<file path="config.mk">
export PLATFORM = sky130hd
export DESIGN_NAME = pcpi_matmul_host_flat
export DESIGN_NICKNAME = d
export VERILOG_FILES = /design/src/rtl/pcpi_matmul_host_if.sv /design/src/rtl/pcpi_matmul_host.sv /design/src/flat_wrapper.sv
export SDC_FILE = /design/constraint.sdc
export NUM_CORES = 1
export LEC_CHECK = 0
export CAP_MARGIN = 20
export CORE_UTILIZATION = 43
export DETAILED_ROUTE_END_ITERATION = 10
export DONT_BUFFER_PORTS = 1
export SKIP_CTS_REPAIR_TIMING = 1
export SYNTH_ARGS = -nofsm -noshare
export SYNTH_HDL_FRONTEND = slang
export SYNTH_SLANG_ARGS = --single-unit
</file>
<file path="constraint.sdc">
create_clock -name clk -period 4.26 [get_ports clk]
set_input_delay 0.852 -clock clk [delete_from_list [all_inputs] [get_ports clk]]
set_output_delay 0.852 -clock clk [all_outputs]
set_load 0.01 [all_outputs]
</file>
<file path="src/rtl/pcpi_matmul_host_if.sv">
// PCPI bus between the matmul host (master) and the coprocessor (slave).
interface pcpi_matmul_host_if;
  logic        pcpi_valid;
  logic [31:0] pcpi_insn;
  logic        pcpi_wr;
  logic [31:0] pcpi_rd;
  logic        pcpi_wait;
  logic        pcpi_ready;

  modport master (
    output pcpi_valid, pcpi_insn,
    input  pcpi_wr, pcpi_rd, pcpi_wait, pcpi_ready
  );

  modport slave (
    input  pcpi_valid, pcpi_insn,
    output pcpi_wr, pcpi_rd, pcpi_wait, pcpi_ready
  );
endinterface

</file>
<file path="src/rtl/pcpi_matmul_host.sv">
// PCPI initiator for the fused 3x3 matmul coprocessor: streams 28 operand loads,
// then START, waits for the result, and finishes with CLEAR.
module pcpi_matmul_host #(
  parameter int TIMEOUT_CYC = 64,
  parameter int START_MASK  = 2
) (
  input  logic                clk,
  input  logic                resetn,
  input  logic                go,
  input  logic                in_valid,
  input  logic signed [15:0]  in_data,
  output logic                in_ready,
  pcpi_matmul_host_if.master  pcpi,
  output logic                busy,
  output logic                res_valid,
  output logic [31:0]         res_data,
  output logic                err
);

  localparam logic [6:0] OPCODE   = 7'b0001011;
  localparam logic [2:0] F3_LOAD  = 3'b000;
  localparam logic [2:0] F3_START = 3'b111;
  localparam logic [2:0] F3_CLEAR = 3'b101;
  localparam logic [4:0] LAST_IDX = 5'd27;
  localparam int         CNT_W    = $clog2(TIMEOUT_CYC + 1);

  typedef enum logic [2:0] {
    IDLE, FETCH, ISSUE, GAP, START, WAIT, CLEAR, DONE
  } state_t;

  state_t           state, state_n;
  logic [4:0]       idx;
  logic [CNT_W-1:0] cnt;
  logic             complete;
  logic             abort;
  logic             timeout;
  logic             mask_over;

  function automatic logic [31:0] encode(input logic [15:0] value,
                                         input logic [2:0]  f3,
                                         input logic [4:0]  addr);
    return {1'b0, value, f3, addr, OPCODE};
  endfunction

  // cnt counts cycles pcpi_valid has been held for the current instruction
  assign timeout   = (cnt == CNT_W'(TIMEOUT_CYC - 1));
  assign mask_over = (cnt >= CNT_W'(START_MASK));
  assign busy      = (state != IDLE);
  assign res_valid = (state == DONE);

  always_ff @(posedge clk or negedge resetn) begin
    if (!resetn) state <= IDLE;
    else         state <= state_n;
  end

  always_comb begin
    state_n         = state;
    in_ready        = 1'b0;
    pcpi.pcpi_valid = 1'b0;
    complete        = 1'b0;
    abort           = 1'b0;
    case (state)
      IDLE: if (go) state_n = FETCH;
      FETCH: begin
        in_ready = 1'b1;
        if (in_valid) state_n = ISSUE;
      end
      ISSUE, CLEAR: begin
        pcpi.pcpi_valid = 1'b1;
        if (pcpi.pcpi_ready) begin
          complete = 1'b1;
          state_n  = (state == ISSUE) ? GAP : DONE;
        end else if (timeout) begin
          abort   = 1'b1;
          state_n = DONE;
        end
      end
      GAP: state_n = (idx == LAST_IDX) ? START : FETCH;
      START: begin
        pcpi.pcpi_valid = 1'b1;
        state_n         = WAIT;
      end
      // a ready still high from the previous instruction is masked out here
      WAIT: begin
        pcpi.pcpi_valid = 1'b1;
        if (mask_over && pcpi.pcpi_ready && !pcpi.pcpi_wait) begin
          complete = 1'b1;
          state_n  = CLEAR;
        end else if (timeout) begin
          abort   = 1'b1;
          state_n = DONE;
        end
      end
      DONE:    state_n = IDLE;
      default: state_n = IDLE;
    endcase
  end

  always_ff @(posedge clk or negedge resetn) begin
    if (!resetn) begin
      idx            <= '0;
      cnt            <= '0;
      pcpi.pcpi_insn <= '0;
      res_data       <= '0;
      err            <= 1'b0;
    end else begin
      if (state == IDLE && go) begin
        idx <= '0;
        err <= 1'b0;
      end
      if (state == FETCH && in_valid) begin
        pcpi.pcpi_insn <= encode(in_data, F3_LOAD, idx);
        cnt            <= '0;
      end else if (state == GAP && idx == LAST_IDX) begin
        pcpi.pcpi_insn <= encode(16'd0, F3_START, 5'd0);
        cnt            <= '0;
      end else if (state == WAIT && complete) begin
        pcpi.pcpi_insn <= encode(16'd0, F3_CLEAR, 5'd0);
        cnt            <= '0;
        res_data       <= pcpi.pcpi_wr ? pcpi.pcpi_rd : 32'd0;
      end else if (pcpi.pcpi_valid) begin
        cnt <= cnt + 1'b1;
      end
      if (state == GAP && idx != LAST_IDX) idx <= idx + 1'b1;
      if (abort) begin
        err      <= 1'b1;
        res_data <= 32'd0;
      end
    end
  end

endmodule

</file>
<file path="src/flat_wrapper.sv">
// flat-port wrapper written by rule: the top's interface ports become plain ports
module pcpi_matmul_host_flat 
#(
  parameter int TIMEOUT_CYC = 64,
  parameter int START_MASK  = 2
)
  (clk, resetn, go, in_valid, in_data, in_ready, busy, res_valid, res_data, err, pcpi_pcpi_valid, pcpi_pcpi_insn, pcpi_pcpi_wr, pcpi_pcpi_rd, pcpi_pcpi_wait, pcpi_pcpi_ready);
  pcpi_matmul_host_if pcpi_i ();
  input  logic clk;
  input  logic resetn;
  input  logic go;
  input  logic in_valid;
  input  logic signed [15:0] in_data;
  output logic in_ready;
  output logic busy;
  output logic res_valid;
  output logic [31:0] res_data;
  output logic err;
  output wire logic [$bits(pcpi_i.pcpi_valid)-1:0] pcpi_pcpi_valid;
  output wire logic [$bits(pcpi_i.pcpi_insn)-1:0] pcpi_pcpi_insn;
  input wire logic [$bits(pcpi_i.pcpi_wr)-1:0] pcpi_pcpi_wr;
  input wire logic [$bits(pcpi_i.pcpi_rd)-1:0] pcpi_pcpi_rd;
  input wire logic [$bits(pcpi_i.pcpi_wait)-1:0] pcpi_pcpi_wait;
  input wire logic [$bits(pcpi_i.pcpi_ready)-1:0] pcpi_pcpi_ready;
  assign pcpi_pcpi_valid = pcpi_i.pcpi_valid;
  assign pcpi_pcpi_insn = pcpi_i.pcpi_insn;
  assign pcpi_i.pcpi_wr = pcpi_pcpi_wr;
  assign pcpi_i.pcpi_rd = pcpi_pcpi_rd;
  assign pcpi_i.pcpi_wait = pcpi_pcpi_wait;
  assign pcpi_i.pcpi_ready = pcpi_pcpi_ready;
  pcpi_matmul_host #(.TIMEOUT_CYC(TIMEOUT_CYC), .START_MASK(START_MASK)) u_core (.clk(clk), .resetn(resetn), .go(go), .in_valid(in_valid), .in_data(in_data), .in_ready(in_ready), .pcpi(pcpi_i), .busy(busy), .res_valid(res_valid), .res_data(res_data), .err(err));
endmodule
</file>
Word-level counts from Yosys, hierarchy flattened
Index checks and enable logic that the tools add are counted.
{ "totals": {"register_bits": 80, "in_bits": 55, "wordCells": 75} }
{ "classes": {"n_addsub": 2, "order_cmp": 1, "eq_ne": 14, "muxes": 33, "n_reduce_logical": 19} }
{ "op_table": {"columns": ["operator", "n"], "rows": [
  ["$mux 32", 8],
  ["$mux 7", 4],
  ["$mux 3", 7],
  ["$pmux 3 s7", 1],
  ["$eq 3x3->1 const B", 4],
  ["$mux 5", 2],
  ["$mux 1", 9],
  ["$add 7x1->7 const B", 1],
  ["$eq 7x6->1 const B", 1],
  ["$ge 7x2->1 const B", 1],
  ["$logic_and 1x1->1", 7],
  ["$eq 3x2->1 const B", 2],
  ["$reduce_bool 2->1", 3],
  ["$reduce_bool 3->1", 2],
  ["$add 5x1->5 const B", 1],
  ["$eq 5x5->1 const B", 1],
  ["$ne 5x5->1 const B", 1],
  ["$ne 2x1->1 const B", 2],
  ["$ne 2x2->1 const B", 2],
  ["$pmux 1 s2", 2],
  ["$reduce_bool 4->1", 1],
  ["$reduce_or 4->1", 1],
  ["$eq 3x1->1 const B", 1],
  ["$logic_not 3->1", 1],
  ["4 further kinds", 4]
]} }

Logic depth before layout (Yosys ltp)
{ "logic_depth": {"word_depth": 10, "ltp_mapped": 8, "depth_no_buf": 6} }

Worst setup path before layout
OpenSTA, ideal clock, no wires.
{ "synth_path": {"path_kind": "input -> register", "from": "in pcpi_pcpi_wait", "to": "reg u_core.res_data[10]", "setup_time_ns": 0.073, "arrival_time_ns": 1.855, "t_required_ns": 4.187, "slack_ns": 2.332, "path_stages": 6, "path_cell_list": "nand2b_1 a211oi_2 buf_2 buf_2 nand3_1 a21oi_2"} }
{ "synth_between": {"elab_chain_len": 7, "elab_cells_between_ends": 12, "classes_between": "2 x eq/ne; 5 x mux; 5 x reduce/logical"} }
{ "synth_rtl": {"columns": ["item", "line_no", "rtl"], "rows": [
  ["start, declared", "flat_wrapper.sv:23", "input wire logic [$bits(pcpi_i.pcpi_wait)-1:0] pcpi_pcpi_wait;"],
  ["$logic_not 1->1 (*)", "pcpi_matmul_host.sv:86", "if (mask_over && pcpi.pcpi_ready && !pcpi.pcpi_wait) begin"],
  ["$logic_and 1x1->1 (*)", "pcpi_matmul_host.sv:86", null],
  ["$mux 1", "pcpi_matmul_host.sv:86", null],
  ["$pmux 1 s2", "pcpi_matmul_host.sv:62", "case (state)"],
  ["$logic_and 1x1->1", "pcpi_matmul_host.sv:117", "end else if (state == WAIT && complete) begin"],
  ["$reduce_bool 2->1 (no source line)", null, null],
  ["$reduce_and 3->1 (no source line)", null, null],
  ["end signal, assigned", "pcpi_matmul_host.sv:120", "res_data <= pcpi.pcpi_wr ? pcpi.pcpi_rd : 32'd0;"],
  ["end, declared", "pcpi_matmul_host.sv:16", "output logic [31:0] res_data,"]
]} }
Every way passes the cells marked *; elsewhere a longest branch is shown, timed or not.
A chain may end at the register's enable or synchronous reset.

Worst setup path after layout
{ "layout_path": {"from": "reg u_core.state[1]", "to": "reg u_core.pcpi.pcpi_insn[26]"} }
{ "layout_between": {"elab_chain_len": 5, "elab_cells_between_ends": 13, "classes_between": "5 x eq/ne; 3 x mux; 5 x reduce/logical"} }
{ "layout_rtl": {"columns": ["item", "line_no", "rtl"], "rows": [
  ["start, declared", "pcpi_matmul_host.sv:31", "state_t state, state_n;"],
  ["start signal, assigned", "pcpi_matmul_host.sv:53", "else state <= state_n;"],
  ["$eq 3x3->1 or $eq 3x2->1 (tied branches)", "pcpi_matmul_host.sv:62", null],
  ["$reduce_or 2->1", "pcpi_matmul_host.sv:62", null],
  ["$pmux 1 s2", "pcpi_matmul_host.sv:62", null],
  ["$logic_and 1x1->1", "pcpi_matmul_host.sv:117", null],
  ["$reduce_bool 3->1 (no source line)", null, null],
  ["end signal, assigned", "pcpi_matmul_host.sv:112", "pcpi.pcpi_insn <= encode(in_data, F3_LOAD, idx);"],
  ["end signal, assigned", "pcpi_matmul_host.sv:115", "pcpi.pcpi_insn <= encode(16'd0, F3_START, 5'd0);"],
  ["end signal, assigned", "pcpi_matmul_host.sv:118", "pcpi.pcpi_insn <= encode(16'd0, F3_CLEAR, 5'd0);"],
  ["end, declared", "pcpi_matmul_host_if.sv:11", "output pcpi_valid, pcpi_insn,"]
]} }
Parallel ways exist; a longest one is shown, timed or not.

==> qor.yml <==
run_status:
  status: "finished, final reports clean"
pwr:
  power.density_nw_per_um2: 540
  p_sw_mw: 0.640
  pwr-share-seq: 0.513
  p_leak_nw: 1.54
  swShare: 0.326
  ir_worst_vdd_mv: 0.283
  internal-power_mw: 1.32
  clkPwrFrac: 0.313
  combPwrFrac: 0.173
route:
  drcViolationCount: 0
  drt_iter0_drc: 91
  vias_per_cell: 5.37
  wire_per_inst_um: 15.7
  vias: 2395
  routed_wl_um: 7000
  dr.pass1.iters: 4
  ant_nets: 0
critical_path:
  end_kind: "flip-flop"
  rr_worst_depth: 4
  rrSetupSlack_ps: 1660
  cp-start-kind: "flip-flop"
  crit_type: "flip-flop to flip-flop"
  required_ps: 4450
  r2r-start: "u_core.state[1]"
  r2r-end: "u_core.pcpi.pcpi_insn[26]"
  crit_arrival_ps: 2790
  worst-path-max-fanout: 22
finish:
  drive_above_1_share: 0.105
  nets: 397
  fillers: 771
  synthToLayoutAreaGrowth_pct: 5.49
  antenna_cells: 0
cts:
  clock_latency_ps: 340
  clock-sinks: 72
  clkTransAtPathRegs_ps: 80
  cts_buffer_depth: 2
  htreeDepth: 3
  cts_buffers: 9
  root_buffer: "clkbuf_8"
  cts_tree: "yes"
timing:
  relSlewSlack: 0.460
  hold_viol: 0
  fmax_mhz: 385
  period_minus_slack_ps: 2600
  period_share: 0.610
  fin_tns_setup_ps: 0
  setup_viol: 0
  tightestPinTransition_ps: 808
  finalMaxSlewViolations: 0
  skew_ps: 13.6
  rsz0062_at_grt: "no"
  whs_ps: 199
synthesis:
  ys.flop_type: "dfrtp_1"
  synth_edf_count: 0
  yosysSeqAreaShare: 0.523
  synth_area_sq_um: 3440
  ys_types: 45
  syn_inst: 353
  async_flop_share: 1.00
  ys_seq_elements: 72
  syn_area_per_cell_sq_um: 9.75
  ys_warn_count: 0
global_routing:
  antenna_found_initial: 0
  grt_max_degree: 73
  grt_util_all_layers: 0.174
  overflow: 0
  grt_pass1_wl_um: 11300
  grt_pass1_vias: 2223
floorplan:
  core_sq_um: 7730
  start_util: 0.445
  std_cell_rows: 32
  io-pin-count: 124
  die_h_um: 91.5
  fp.dieArea_sq_um: 8370
  die_w_um: 91.5
hold_path:
  hp-class: "primary input to async pin"
run:
  drv_cap: 0
placed_design:
  port_buffers: 0
  routabilityCongestion: 0.766
  hpwl_um: 4520
==> power by group through the flow <==
| stage | Combinational [mW] | Clock, mW | Sequential [mW] |
|---|---|---|---|
| final | 0.340 | 0.614 | 1.01 |
| after global routing | 0.399 | 0.665 | 1.03 |
| after CTS | 0.346 | 0.634 | 1.01 |
| after detailed placement | 0.345 | 0 | 1.02 |
| after global placement | 0.332 | 0 | 1.02 |
| after floorplan | 0.330 | 0 | 0.967 |
==> flip-flops by register name (all words and copies together), names as in the netlist <==
signal / count
u_core.res_data: 32
u_core.idx: 5
u_core.state: 3
u_core.err: 1
u_core.cnt: 7
u_core.pcpi.pcpi_insn: 24
==> worst max-delay path by stage <==
stage	from	to	slack, ps	cells after the start
2_1_floorplan	pcpi_pcpi_wait	u_core.res_data[10]	2330	6
3_3_place_gp	pcpi_pcpi_wait	u_core.pcpi.pcpi_insn[19]	1610	4
3_5_place_dp	pcpi_pcpi_wait	u_core.pcpi.pcpi_insn[26]	1520	4
4_1_cts	u_core.state[1]	u_core.pcpi.pcpi_insn[26]	1640	4
5_1_grt	u_core.state[1]	u_core.pcpi.pcpi_insn[27]	1480	4
6_report	u_core.state[1]	u_core.pcpi.pcpi_insn[26]	1660	4
==> synthesized netlist by cell type (all sizes together), types with 2 or more instances <==
master / instances / area (sq um)
nand2: 49 / 184
nor2: 10 / 37.5
or3: 2 / 12.5
clkbuf: 13 / 48.8
a21oi: 41 / 243
nand3b: 3 / 22.5
xnor2: 6 / 52.6
nor3: 2 / 10.0
or2b: 2 / 15.0
a211oi: 4 / 35.0
o21ai: 27 / 135
o22ai: 2 / 12.5
nand3: 36 / 180
ha: 3 / 37.5
or2: 2 / 12.5
inv: 4 / 15.0
dfrtp: 72 / 1800
buf: 18 / 158
nand4b: 2 / 17.5
nand2b: 37 / 239
==> layout by cell type (no fill, tap or decap), types with 2 or more instances in the layout <==
cell type / instances
dfrtp_1: 72
nand2_1: 49
nand2b_1: 36
nand3_1: 36
a21oi_1: 31
o21ai_0: 27
clkbuf_8: 11
a21oi_2: 10
nor2_1: 10
xnor2_1: 6
conb_1: 5
inv_1: 4
nand3b_1: 3
a211oi_1: 3
ha_1: 3
or3_1: 2
nor3_1: 2
o22ai_1: 2
or2_2: 2
nand4b_1: 2
or2b_1: 2
bufinv_16: 2
clkinv_2: 2
buf_4: 2
==> critical path: stages (launching register included) <==
cell,delay (ps)
dfrtp_1,560
nand3b_1,380
a211oi_4,630
nand2b_1,660
o21ai_0,210
==> cells by family after synthesis <==
group,count (synthesis),synth area share
mux,1,0.00327
flops,72,0.523
fa+ha+maj,3,0.0109
xor+xnor,6,0.0153
simple gates,154,0.237
compound gates,81,0.144
buf+inv,35,0.0643
other cells,1,0.00109
==> routing by layer <==
metal  vias to the layer above  share of wire  GRT usage
li1                       1159              -          -
met1                      1153           0.47      0.235
met2                        76           0.46      0.256
met3                         7          0.068     0.0511
met4                         0          0.012     0.0794
met5                         -              0          0
==> through the flow <==
step	power, mW	std cells	utilization	setup WS, ps	area (sq um)
3_3_place_gp	1.35	430	0.440	1610	3400
5_1_grt	2.09	446	0.470	1480	3630
4_1_cts	1.99	446	0.470	1640	3630
6_report	1.96	446	0.470	1660	3630
2_1_floorplan	1.30	357	-	2330	3460
3_5_place_dp	1.37	430	0.440	1520	3400
==> area by class of cell <==
class	count	area, sq um	area share
Tap cell	102	128	0.0351
Clock buffer	11	151	0.0417
Multi-Input combinational cell	250	1440	0.397
Sequential cell	72	1800	0.496
Clock inverter	5	78.8	0.0217
Inverter	4	15.0	0.00414
Timing Repair Buffer	2	15.0	0.00414
(Power assumes the default switching activity.)
